**config.mk**
```make
export PLATFORM = sky130hd
export DESIGN_NAME = coax_bus_ctrl
export DESIGN_NICKNAME = d
export VERILOG_FILES = /design/src/rtl/coax_pkg.sv /design/src/rtl/coax_word_fifo.sv /design/src/rtl/coax_bus_ctrl.sv
export SDC_FILE = /design/constraint.sdc
export NUM_CORES = 1
export LEC_CHECK = 0
export CAP_MARGIN = 0
export CORE_MARGIN = 5
export CORE_UTILIZATION = 40
export CTS_CLUSTER_DIAMETER = 30
export DETAILED_ROUTE_END_ITERATION = 7
export PLACE_DENSITY_LB_ADDON = 0.08
export SLEW_MARGIN = 10
export SYNTH_ARGS = -nofsm -noshare
export SYNTH_HDL_FRONTEND = slang
export SYNTH_SLANG_ARGS = --single-unit
```
**constraint.sdc**
```tcl
create_clock -name clk -period 2.45 [get_ports clk]
set_input_delay 0.49 -clock clk [delete_from_list [all_inputs] [get_ports clk]]
set_output_delay 0.49 -clock clk [all_outputs]
set_load 0.03 [all_outputs]
```
**src/rtl/coax_pkg.sv**
```systemverilog
// coax_pkg: word width and state encoding shared by the coax host bus controller files.
package coax_pkg;

  localparam int WORD_WIDTH = 10;

  typedef enum logic [1:0] {
    ST_IDLE       = 2'd0,
    ST_RD_DRIVE   = 2'd1,
    ST_WR_LOAD    = 2'd2,
    ST_WR_RELEASE = 2'd3
  } bus_state_t;

endpackage

```
**src/rtl/coax_word_fifo.sv**
```systemverilog
// coax_word_fifo: synchronous word FIFO with a combinational head and wrap-bit pointers.
module coax_word_fifo
  import coax_pkg::*;
#(
  parameter int DEPTH = 4
) (
  input  logic                  clk,
  input  logic                  reset_n,
  input  logic                  push,
  input  logic [WORD_WIDTH-1:0] push_data,
  input  logic                  pop,
  output logic                  full,
  output logic                  empty,
  output logic [WORD_WIDTH-1:0] head
);

  localparam int AW = $clog2(DEPTH);

  logic [WORD_WIDTH-1:0] mem [DEPTH];
  logic [AW:0]           wr_ptr_reg;
  logic [AW:0]           rd_ptr_reg;
  logic                  do_push;
  logic                  do_pop;

  assign empty = (wr_ptr_reg == rd_ptr_reg);
  assign full  = (wr_ptr_reg[AW] != rd_ptr_reg[AW]) &&
                 (wr_ptr_reg[AW-1:0] == rd_ptr_reg[AW-1:0]);
  assign head  = mem[rd_ptr_reg[AW-1:0]];

  // A push into a full FIFO is accepted only when the head leaves in the same cycle.
  assign do_pop  = pop && !empty;
  assign do_push = push && (!full || do_pop);

  always_ff @(posedge clk or negedge reset_n) begin
    if (!reset_n) begin
      wr_ptr_reg <= '0;
      rd_ptr_reg <= '0;
    end else begin
      if (do_push) wr_ptr_reg <= wr_ptr_reg + 1'b1;
      if (do_pop)  rd_ptr_reg <= rd_ptr_reg + 1'b1;
    end
  end

  always_ff @(posedge clk) begin
    if (do_push) mem[wr_ptr_reg[AW-1:0]] <= push_data;
  end

endmodule

```
**src/rtl/coax_bus_ctrl.sv**
```systemverilog
// coax_bus_ctrl: half-duplex host bus sequencer between an MCU and the coax RX/TX datapaths.
// Optional strobe watchdog enabled by defining COAX_BUS_TIMEOUT_EN.
module coax_bus_ctrl
  import coax_pkg::*;
#(
  parameter int SYNC_STAGES = 2,
  parameter int FIFO_DEPTH  = 4
`ifdef COAX_BUS_TIMEOUT_EN
  , parameter int TIMEOUT_CYCLES = 64
`endif
) (
  input  logic                  clk,
  input  logic                  reset_n,
  input  logic [WORD_WIDTH-1:0] rx_data,
  input  logic                  rx_data_available,
  output logic                  rx_data_read,
  input  logic                  rx_active,
  output logic [WORD_WIDTH-1:0] tx_data,
  output logic                  tx_load,
  input  logic                  tx_ready,
  input  logic                  bus_rd,
  input  logic                  bus_wr,
  input  logic [WORD_WIDTH-1:0] bus_data_in,
  output logic [WORD_WIDTH-1:0] bus_data_out,
  output logic                  bus_data_oe,
  output logic                  bus_rx_ready,
  output logic                  bus_tx_busy,
  output logic                  bus_error
);

  logic [SYNC_STAGES-1:0] rd_sync_reg, wr_sync_reg;
  logic                   rd_prev_reg, wr_prev_reg;
  logic                   rd_synced, wr_synced, rd_rise, rd_fall, wr_rise;

  logic                   run_reg, read_prev_reg;
  logic                   fifo_full, fifo_empty, fifo_pop;
  logic [WORD_WIDTH-1:0]  fifo_head;

  bus_state_t             state_reg, state_next;
  logic [WORD_WIDTH-1:0]  data_out_reg, data_out_next;
  logic [WORD_WIDTH-1:0]  tx_data_reg, tx_data_next;
  logic                   oe_reg, oe_next;
  logic                   had_data_reg, had_data_next;
  logic                   busy_reg, busy_next;
  logic                   error_reg, error_next;
  logic                   tx_load_reg, tx_load_next;
  logic                   timed_out;

  always_ff @(posedge clk or negedge reset_n) begin
    if (!reset_n) begin
      rd_sync_reg <= '0;
      wr_sync_reg <= '0;
      rd_prev_reg <= 1'b0;
      wr_prev_reg <= 1'b0;
    end else begin
      rd_sync_reg <= {rd_sync_reg[SYNC_STAGES-2:0], bus_rd};
      wr_sync_reg <= {wr_sync_reg[SYNC_STAGES-2:0], bus_wr};
      rd_prev_reg <= rd_synced;
      wr_prev_reg <= wr_synced;
    end
  end

  assign rd_synced = rd_sync_reg[SYNC_STAGES-1];
  assign wr_synced = wr_sync_reg[SYNC_STAGES-1];
  assign rd_rise   = rd_synced && !rd_prev_reg;
  assign rd_fall   = !rd_synced && rd_prev_reg;
  assign wr_rise   = wr_synced && !wr_prev_reg;

  // RX drain: at most one accept every other cycle so coax_rx can present its next word.
  assign rx_data_read = run_reg && rx_data_available && !fifo_full && !read_prev_reg;

  always_ff @(posedge clk or negedge reset_n) begin
    if (!reset_n) begin
      run_reg       <= 1'b0;
      read_prev_reg <= 1'b0;
    end else begin
      run_reg       <= 1'b1;
      read_prev_reg <= rx_data_read;
    end
  end

  coax_word_fifo #(
    .DEPTH(FIFO_DEPTH)
  ) u_fifo (
    .clk      (clk),
    .reset_n  (reset_n),
    .push     (rx_data_read),
    .push_data(rx_data),
    .pop      (fifo_pop),
    .full     (fifo_full),
    .empty    (fifo_empty),
    .head     (fifo_head)
  );

`ifdef COAX_BUS_TIMEOUT_EN
  localparam int TW = $clog2(TIMEOUT_CYCLES) + 1;
  logic [TW-1:0] timer_reg;

  always_ff @(posedge clk or negedge reset_n) begin
    if (!reset_n) begin
      timer_reg <= '0;
    end else if (state_reg == ST_RD_DRIVE || state_reg == ST_WR_RELEASE) begin
      if (!timed_out) timer_reg <= timer_reg + 1'b1;
    end else begin
      timer_reg <= '0;
    end
  end

  assign timed_out = (timer_reg == TW'(TIMEOUT_CYCLES - 1));
`else
  assign timed_out = 1'b0;
`endif

  always_ff @(posedge clk or negedge reset_n) begin
    if (!reset_n) begin
      state_reg    <= ST_IDLE;
      data_out_reg <= '0;
      tx_data_reg  <= '0;
      oe_reg       <= 1'b0;
      had_data_reg <= 1'b0;
      busy_reg     <= 1'b0;
      error_reg    <= 1'b0;
      tx_load_reg  <= 1'b0;
    end else begin
      state_reg    <= state_next;
      data_out_reg <= data_out_next;
      tx_data_reg  <= tx_data_next;
      oe_reg       <= oe_next;
      had_data_reg <= had_data_next;
      busy_reg     <= busy_next;
      error_reg    <= error_next;
      tx_load_reg  <= tx_load_next;
    end
  end

  always_comb begin
    state_next    = state_reg;
    data_out_next = data_out_reg;
    tx_data_next  = tx_data_reg;
    oe_next       = oe_reg;
    had_data_next = had_data_reg;
    busy_next     = busy_reg;
    error_next    = error_reg;
    tx_load_next  = 1'b0;
    fifo_pop      = 1'b0;
    case (state_reg)
      ST_IDLE: begin
        if (rd_rise && wr_rise) begin
          error_next = 1'b1;
        end else if (rd_rise) begin
          // An empty read still completes a bus cycle, driving zero and flagging the error.
          state_next    = ST_RD_DRIVE;
          oe_next       = 1'b1;
          data_out_next = fifo_empty ? '0 : fifo_head;
          had_data_next = !fifo_empty;
          if (fifo_empty) error_next = 1'b1;
        end else if (wr_rise) begin
          state_next   = ST_WR_LOAD;
          tx_data_next = bus_data_in;
          busy_next    = 1'b1;
        end
      end
      ST_RD_DRIVE: begin
        if (rd_fall) begin
          fifo_pop   = had_data_reg;
          oe_next    = 1'b0;
          state_next = ST_IDLE;
        end else if (timed_out) begin
          oe_next    = 1'b0;
          error_next = 1'b1;
          state_next = ST_IDLE;
        end
      end
      ST_WR_LOAD: begin
        if (tx_ready && !rx_active) begin
          tx_load_next = 1'b1;
          busy_next    = 1'b0;
          state_next   = ST_WR_RELEASE;
        end
      end
      ST_WR_RELEASE: begin
        if (!wr_synced) begin
          state_next = ST_IDLE;
        end else if (timed_out) begin
          error_next = 1'b1;
          state_next = ST_IDLE;
        end
      end
      default: state_next = ST_IDLE;
    endcase
  end

  assign bus_data_out = data_out_reg;
  assign bus_data_oe  = oe_reg;
  assign bus_rx_ready = !fifo_empty;
  assign bus_tx_busy  = busy_reg;
  assign bus_error    = error_reg;
  assign tx_data      = tx_data_reg;
  assign tx_load      = tx_load_reg;

endmodule

```
==> results of run 1 <==
==> report_power, final <==
part	switching, mW	internal, mW	leakage (nW)
Combinational	0.941	0.844	0.553
Sequential	0.203	1.77	0.855
Clock	0.503	0.585	0.107
Total	1.65	3.20	1.51
==> through the flow <==
step                      utilization  power (mW)  setup slack [ns]
after floorplan                     -        3.11             0.494
after global placement          0.491        3.79             0.261
after detailed placement        0.491        3.81             0.229
after CTS                       0.521        4.91             0.224
after global routing            0.521        5.10             0.167
final                           0.521        4.85             0.233
==> layout make-up <==
| type | instances | area share |
|---|---|---|
| timing repair buffer | 58 | 0.140 |
| clock inverter | 7 | 0.0256 |
| sequential | 81 | 0.562 |
| tap | 102 | 0.0322 |
| clock buffer | 9 | 0.0313 |
| inverter | 4 | 0.00379 |
| multi-input combinational | 80 | 0.205 |
==> cells by family (layout without fill, tap and decap cells) <==
| kind of cell | Yosys count | in the layout |
|---|---|---|
| other | 1 | 1 |
| and+or+nand+nor | 24 | 24 |
| DFF | 81 | 81 |
| xor gates and xnor gates | 7 | 7 |
| adders and majority gates | 5 | 5 |
| muxes | 21 | 21 |
| buffers and inverters | 10 | 78 |
| AOI/OAI and AO/OA | 22 | 22 |
==> layout by cell type (no fill, tap or decap), types with 2 or more instances in the layout <==
cell type,count
inv_1,4
clkbuf_8,9
nor2b_1,2
a21oi_1,4
inv_6,3
xnor2_1,4
nand2b_1,2
dfrtp_1,41
mux2_2,10
and2_1,4
o21ai_0,4
nand2_1,4
clkdlybuf4s50_1,49
mux4_2,10
bufinv_16,2
nand3_1,2
edfxtp_1,40
nor2_1,3
a22o_1,10
xor2_1,2
ha_1,5
clkinvlp_4,2
buf_4,8
==> final timing paths <==
| check | startpoint | to | slack (ns) | depth (start not counted) |
|---|---|---|---|---|
| max | rx_data_available | rx_data_read | 0.23 | 4 |
| min | reset_n | wr_prev_reg | 0.28 | 1 |
| max reg2reg | u_fifo.wr_ptr_reg[2] | bus_data_out[4] | 0.64 | 4 |
| min reg2reg | rd_sync_reg[0] | rd_sync_reg[1] | 0.35 | 0 |
| max in group asynchronous | reset_n | tx_data[2] | 1.58 | 1 |
| min in group clk | rd_sync_reg[0] | rd_sync_reg[1] | 0.35 | 0 |
==> worst max-delay path, stage by stage <==
cell	delay, ns
clkdlybuf4s50_1	0.46
nand2_1	0.08
a311oi_4	0.45
buf_4	0.25
==> routing by layer <==
layer | GRT usage | share of wire | vias up
met1 | 0.160 | 0.45 | 862
met2 | 0.200 | 0.49 | 54
li1 | - | - | 767
met3 | 0.0471 | 0.062 | 0
met4 | 0.0447 | 0 | 0
met5 | 0 | 0 | -
==> metrics.md, run 1 <==
| Metric | Value |
|---|---|
| Setup TNS | 0 ns |
| Post-synthesis mux area share | 0.114 |
| Reg clk slew, reported paths | roughly 0.080 ns |
| Post-synth EDFFs | 40 |
| Rows | 32 |
| TritonCTS clock tree | built |
| Area of the die | ~9600 um2 |
| Multi-input combinational cell area | 811 um2 |
| Area Growth Syn to Fin | 28.4% |
| Synth Area in Compound Gates | 0.0576 |
| Inst Count DP | around 330 |
| Ys async rst share | 0.506 |
| DIE HEIGHT | 97.8 um |
| Pin count of the biggest net entering global routing | 42 |
| Antenna violations before repair | 0 |
| Syn_nets | slightly above 200 |
| Hold Crit Class | primary input to asynchronous set/reset pin |
| Max-slew violation count | 0 |
| Post-Syn Instances | 171 |
| Final setup fails | 0 |
| Wirelength per Cell | ~17 um |
| Register area share after synthesis | 0.722 |
| Iteration-0 DRC Markers | 60 |
| Total gr overflow | 0 |
| Critical path arrival | 1.73 ns |
| Critical Path Sink Type | output port |
| I/O pin count | between 50 and 60 |
| Synth top cells by count | dfrtp_1 (41), edfxtp_1 (40), a22o_1 (10), mux2_2 (10), mux4_2 (10) |
| Power density over the cells | roughly 1200 nW/um2 |
| Synth Area in XOR/XNOR | 0.0223 |
| Status | completed |
| Post_cts resized | 0 |
| Number of global-route vias before repair | roughly 1800 |
| Finished Cell Area | between 3000 and 4000 um2 |
| Yosys reg bits | 81 |
| DR vias/cell | between 4 and 5 |
| Synth top area share | 0.389 |
| Share of layout cells above drive strength 1 | 0.218 |
| Post-CTS setup buffers | 0 |
| Ant diodes | 0 |
| Clock Path Buffers | 2 |
| Synth unique cells | 34 |
| Pre-Repair DR Iteration Count | 4 |
| H-tree levels | 3 |
| DP HPWL | between 3000 and 4000 um |
| Largest family of logic cells by synthesized area | multiplexers |
| Final Hold Viols | 0 |
| Routability cong. | about 0.73 |
| First-pass GRT wire length | 9400 um |
| Req. time, crit path | about 2.0 ns |
| Core area | ~7600 um2 |
| Worst vdd ir | a little under 0.0005 V |
| Root Driver | clkbuf_8 |
| Placed Instance Area | 3740 um2 |
| Max-slew headroom | 0.380 |
| Nets@finish | ~270 |
| Post-Synth Adder-Cell Area | 0.0203 |
| Crit path max fanout | 9 |
| Max reg flops | 40 |
| Clock Skew | between 0.009 and 0.01 ns |
| Ranking of synthesized cells by area | edfxtp_1 (39%), dfrtp_1 (33%), mux4_2 (7.3%) |
| Worst skew pair latency | between 0.3 and 0.4 ns |
| Startpoint Class | primary input |
| Initial Utilization | 0.406 |
| Simple-gate share of the synthesized area | 0.0470 |
| Cell with the most instances after synthesis | dfrtp_1 |
| Min Tclk post-route | 2.22 ns |
| Synthesized area per cell | 18.0 um2 |
| Via count | approximately 1700 |
| Clock Sink Count | 81 |
| F_max | approximately 450 MHz |
| CP Class | primary input to output port |
| # fillers | approximately 660 |
| DRT antenna net count | 0 |
| Non-Filler Instances | ~340 |
| DIE WIDTH | between 90 and 100 um |
| FF+latch area | ~2200 um2 |
| Area of the mapped netlist | around 3000 um2 |
| Max cap viols | 0 |
| Post-CTS Hold Buffers | 0 |
| Pleak | about 1.5 nW |
| DRC | 0 |
| Slew @ Worst Pin | 0.931 ns |
| Largest area contributor in the netlist | edfxtp_1 |
| Ys flop type | dfrtp_1 |
| Detailed Route WL | approximately 5700 um |
| I/O Buffers | 52 |
| Ratio of final minimum period to clock period | 0.905 |
| Ys Warns | 0 |
| All-Layer GR Usage | 0.126 |
| Number of CTS-inserted buffers | 9 |
| RSZ-0062 raised after global routing | no |
| WHS | about 0.28 ns |
(Power assumes the default switching activity.)
==> run 2: changes to the inputs <==
--- a/config.mk
+++ b/config.mk
@@ -6,7 +6,6 @@
 export NUM_CORES = 1
 export LEC_CHECK = 0
 export CAP_MARGIN = 0
-export CORE_MARGIN = 5
 export CORE_UTILIZATION = 40
 export CTS_CLUSTER_DIAMETER = 30
 export DETAILED_ROUTE_END_ITERATION = 7
==> metrics.md, run 2 (synthesis gave the netlist of run 1 again) <==
| Metric | Value |
|---|---|
| Highest-count cells in the layout ignoring fill and taps | clkdlybuf4s50_1 (49), dfrtp_1 (41), edfxtp_1 (40) |
| Clock Path Buffers | 2 |
| Max-slew violation count | 0 |
| Area of the die | ~8000 um2 |
| Setup slack after layout | 0.242 ns |
| RSZ-0062 raised after global routing | no |
| Max cap viols | 0 |
| Antenna violations before repair | 0 |
| CP Class | primary input to output port |
| DRC | 0 |
| Nets@finish | 269 |
| Detailed Route WL | between 5000 and 6000 um |
| WHS | approximately 0.22 ns |
| Reg clk slew, reported paths | approximately 0.080 ns |
| Hold Crit Class | primary input to asynchronous set/reset pin |
| H-tree levels | 3 |
| DR vias/cell | between 4 and 5 |
| DIE HEIGHT | 89.8 um |
| Iteration-0 DRC Markers | 41 |
| Critical path arrival | 1.72 ns |
| DP HPWL | approximately 3700 um |
| Rows | 31 |
| Number of global-route vias before repair | ~1800 |
| Status | completed |
| Final setup fails | 0 |
| Worst Reg-to-Reg Cells | 4 |
| I/O pin count | 53 |
| Post-CTS Hold Buffers | 0 |
| Root Driver | clkbuf_8 |
| Routability cong. | around 0.74 |
| Pre-Repair DR Iteration Count | 6 |
| Area Growth Syn to Fin | 28.0% |
| Initial Utilization | 0.419 |
| Commonest non-fill, non-tap cell in the layout | clkdlybuf4s50_1 |
| Pleak | between 1.5 and 2 nW |
| Critical Path Sink Type | output port |
| Post_cts resized | 0 |
| Req. time, crit path | 1.96 ns |
| Placed Instance Area | about 3800 um2 |
| Reg2Reg Setup Slack | 0.65 ns |
| Crit path max fanout | 9 |
| R2r startpoint | u_fifo.wr_ptr_reg[1] |
| Startpoint Class | primary input |
| Pin count of the biggest net entering global routing | 42 |
| I/O Buffers | between 50 and 60 |
| Worst vdd ir | about 0.0005 V |
| Via count | ~1700 |
| All-Layer GR Usage | 0.149 |
| Clock Sink Count | 81 |
| DIE WIDTH | about 90 um |
| Final core utilization | 0.536 |
| Post-CTS setup buffers | 0 |
| DRT antenna net count | 0 |
| Wirelength per Cell | ~16 um |
| Power density over the cells | ~1200 nW/um2 |
| Number of CTS-inserted buffers | 9 |
| Worst skew pair latency | about 0.34 ns |
| Total gr overflow | 0 |
| Reg2reg end | u_fifo.mem[2][6] |
| Clock Skew | 0.00849 ns |
| Dpl ws | 0.228 ns |
| Ratio of final minimum period to clock period | 0.901 |
| Min Tclk post-route | around 2.2 ns |
| Share of layout cells above drive strength 1 | 0.223 |
| TritonCTS clock tree | built |
| Ant diodes | 0 |
| Final Hold Viols | 0 |
| Finished Cell Area | 3950 um2 |
| First-pass GRT wire length | between 9000 and 10000 um |
| Slew @ Worst Pin | 0.528 ns |
| Non-Filler Instances | between 300 and 400 |
| Inst Count DP | between 300 and 400 |
| Power Total | roughly 4.7 mW |
| Max reg flops | 40 |
| Core area | ~7400 um2 |
| F_max | 453 MHz |
| Max-slew headroom | 0.648 |
| Setup TNS | 0 ns |
-- run 2: changes by cell type in the layout (fill, tap and decap cells not counted), sizes merged --
cell	previous run	this run
clkinv	0	4
buf	9	12
inv	7	4
bufinv	2	1
-- run 2: layout make-up --
type | count | area (um2)
repair buffers | 61 | 578
inverters | 4 | 15.0
clock inverters | 7 | 71.3
fillers | 633 | 3420
multi-input cells | 80 | 811
flip-flops and latches | 81 | 2230
well taps | 99 | 124
clock buffers | 9 | 124
-- run 2: layer usage --
metal  wire length [um]  vias to the layer above  global-route usage
met2               2680                       52               0.239
met1               2420                      842               0.186
met4                101                        0              0.0806
li1                   -                      772                   -
met3                280                       10              0.0364
met5                  0                        -                   0
-- run 2: worst max path at each step --
stage	from	endpoint	cells past startpoint
floorplan	u_fifo.rd_ptr_reg[1]	u_fifo.mem[0][0]	3
global placement	rx_data_available	rx_data_read	4
detailed placement	rx_data_available	rx_data_read	4
CTS	rx_data_available	rx_data_read	4
global route	u_fifo.wr_ptr_reg[1]	rx_data_read	3
finish	rx_data_available	rx_data_read	4
-- run 2: report_power, final --
| part | switching (mW) | internal [mW] | total [mW] |
|---|---|---|---|
| sequential | 0.206 | 1.77 | 1.98 |
| combinational | 0.934 | 0.848 | 1.78 |
| clock | 0.473 | 0.469 | 0.941 |
| total | 1.61 | 3.09 | 4.70 |
-- run 2: critical path, cell delays in order --
cell             delay (ns)
clkdlybuf4s50_1        0.45
nand2_1                0.08
a311oi_4               0.45
buf_4                  0.24
==> run 3: changes to the inputs <==
--- a/config.mk
+++ b/config.mk
@@ -6,10 +6,11 @@
 export NUM_CORES = 1
 export LEC_CHECK = 0
 export CAP_MARGIN = 0
-export CORE_UTILIZATION = 40
+export CORE_UTILIZATION = 45
 export CTS_CLUSTER_DIAMETER = 30
 export DETAILED_ROUTE_END_ITERATION = 7
 export PLACE_DENSITY_LB_ADDON = 0.08
+export SETUP_SLACK_MARGIN = 0.2
 export SLEW_MARGIN = 10
 export SYNTH_ARGS = -nofsm -noshare
 export SYNTH_HDL_FRONTEND = slang
==> metrics.md, run 3 (synthesis gave the netlist of run 1 again) <==
| Metric | Value |
|---|---|
| Hold Crit Class | primary input to asynchronous set/reset pin |
| Req. time, crit path | 1.96 ns |
| Min Tclk post-route | 2.12 ns |
| Placed Instance Area | roughly 3700 um2 |
| Post-CTS Hold Buffers | 0 |
| I/O Buffers | 52 |
| Post-CTS setup buffers | 0 |
| Max-slew violation count | 0 |
| Ratio of final minimum period to clock period | 0.864 |
| Clk pwr share | 0.228 |
| TritonCTS clock tree | built |
| H-tree levels | 3 |
| Clock Sink Count | 81 |
| Highest-count cells in the layout ignoring fill and taps | clkdlybuf4s50_1 (49), dfrtp_1 (41), edfxtp_1 (40) |
| RSZ-0062 raised after global routing | no |
| Core area | 6490 um2 |
| Wirelength per Cell | around 17 um |
| GR Util met3 | 0.0482 |
| DIE WIDTH | roughly 85 um |
| Reg2reg end | u_fifo.mem[0][4] |
| Final core utilization | 0.610 |
| Failing checks | DRC |
| DIE HEIGHT | ~85 um |
| Clock Skew | ~0.0074 ns |
| Power density over the cells | roughly 1200 nW/um2 |
| Antenna violations before repair | 0 |
| Via count | approximately 1700 |
| Iteration-0 DRC Markers | 77 |
| Rows | 29 |
| Initial Utilization | 0.475 |
| Reg clk slew, reported paths | ~0.080 ns |
| Critical Path Sink Type | output port |
| Critical path arrival | 1.63 ns |
| Worst vdd ir | about 0.00071 V |
| All-Layer GR Usage | 0.170 |
| Busiest metal layer after global routing | met2 |
| R2r startpoint | u_fifo.wr_ptr_reg[1] |
| Max cap viols | 0 |
| Internal | roughly 3.3 mW |
| Area Growth Syn to Fin | 28.4% |
| Dpl ws | about 0.34 ns |
| Ant diodes | 0 |
| Routability cong. | 0.743 |
| Comb pwr share | 0.368 |
| Sequential Power Share | 0.404 |
| CP Class | primary input to output port |
| Max-slew headroom | 0.399 |
| Switch share | 0.326 |
| Root Driver | clkbuf_8 |
| Worst setup path start | rx_data_available |
| Slew @ Worst Pin | roughly 0.90 ns |
| Final setup fails | 0 |
| Commonest non-fill, non-tap cell in the layout | clkdlybuf4s50_1 |
| DP HPWL | 3710 um |
| Met1 usage | 0.204 |
| Max reg flops | 40 |
| DRT antenna net count | 0 |
| Grt met2 use | 0.281 |
| Worst skew pair latency | between 0.3 and 0.4 ns |
| Clock Path Buffers | 2 |
| Crit path max fanout | 6 |
| Setup TNS | 0 ns |
| Number of CTS-inserted buffers | 9 |
| Sw power | roughly 1.6 mW |
| WHS | between 0.2 and 0.3 ns |
| DR vias/cell | between 5 and 6 |
| Crit path to | rx_data_read |
| F_max | 473 MHz |
| Share of layout cells above drive strength 1 | 0.219 |
| Total gr overflow | 0 |
| Finished Cell Area | 3960 um2 |
| First-pass GRT wire length | approximately 8900 um |
| Detailed Route WL | approximately 5400 um |
| Post_cts resized | 0 |
| Worst Reg-to-Reg Cells | 4 |
| Pre-Repair DR Iteration Count | 8 |
| Reg2Reg Setup Slack | approximately 0.74 ns |
| Area of the die | 7190 um2 |
| Pin count of the biggest net entering global routing | between 40 and 50 |
| Pleak | 1.54 nW |
| Final Hold Viols | 0 |
| I/O pin count | 53 |
| Status | finished with violations |
| Nets@finish | around 270 |
| Number of global-route vias before repair | ~1800 |
| Setup slack after layout | 0.334 ns |
| Startpoint Class | primary input |
| DRC | 7 |
run 3: cell types whose count changed in the layout (fill, tap and decap cells not counted):
| cell | change |
|---|---|
| bufinv_16 | +2 |
| clkinv_4 | -2 |
| clkbuf_1 | +1 |
| clkinvlp_4 | -1 |
run 3: routing by layer:
layer  share of wire  up-vias
li1                -      771
met1            0.43      824
met2            0.50       53
met3           0.054        6
met4           0.012        0
met5               0        -
run 3: cell type report:
class                           instances  area (um2)
Inverter                                4        15.0
Sequential cell                        81        2230
Clock buffer                           10         128
Timing Repair Buffer                   61         578
Multi-Input combinational cell         80         811
Clock inverter                          6         106
Fill cell                             465        2530
Tap cell                               77        96.3
run 3: worst min path at each step:
| stage | start | endpoint | slack, ns |
|---|---|---|---|
| 3_5_place_dp | wr_sync_reg[0] | wr_sync_reg[1] | 0.34 |
| 4_1_cts | reset_n | wr_prev_reg | 0.29 |
| 5_1_grt | reset_n | wr_sync_reg[1] | 0.34 |
| 3_3_place_gp | wr_sync_reg[0] | wr_sync_reg[1] | 0.33 |
| 2_1_floorplan | reset_n | bus_data_oe | 0.19 |
| 6_report | reset_n | state_reg[1] | 0.27 |
run 3: stage by stage:
| stage | power (mW) | instances |
|---|---|---|
| detailed placement | 3.83 | 303 |
| global route | 5.15 | 319 |
| CTS | 4.96 | 319 |
| floorplan | 3.11 | 171 |
| finish | 4.90 | 319 |
| global placement | 3.78 | 303 |
run 3: power groups by stage:
stage          registers [mW]  clock network, mW  logic [mW]
2_1_floorplan            2.35                  0       0.761
3_3_place_gp             1.99                  0        1.79
3_5_place_dp             2.01                  0        1.82
4_1_cts                  1.98               1.15        1.83
5_1_grt                  2.02               1.21        1.92
6_report                 1.98               1.12        1.80
run 3: worst max-delay path, cell delays in order:
cell and delay, ns:
clkdlybuf4s50_1 0.45, nand2_1 0.08, a311oi_4 0.37, buf_4 0.23
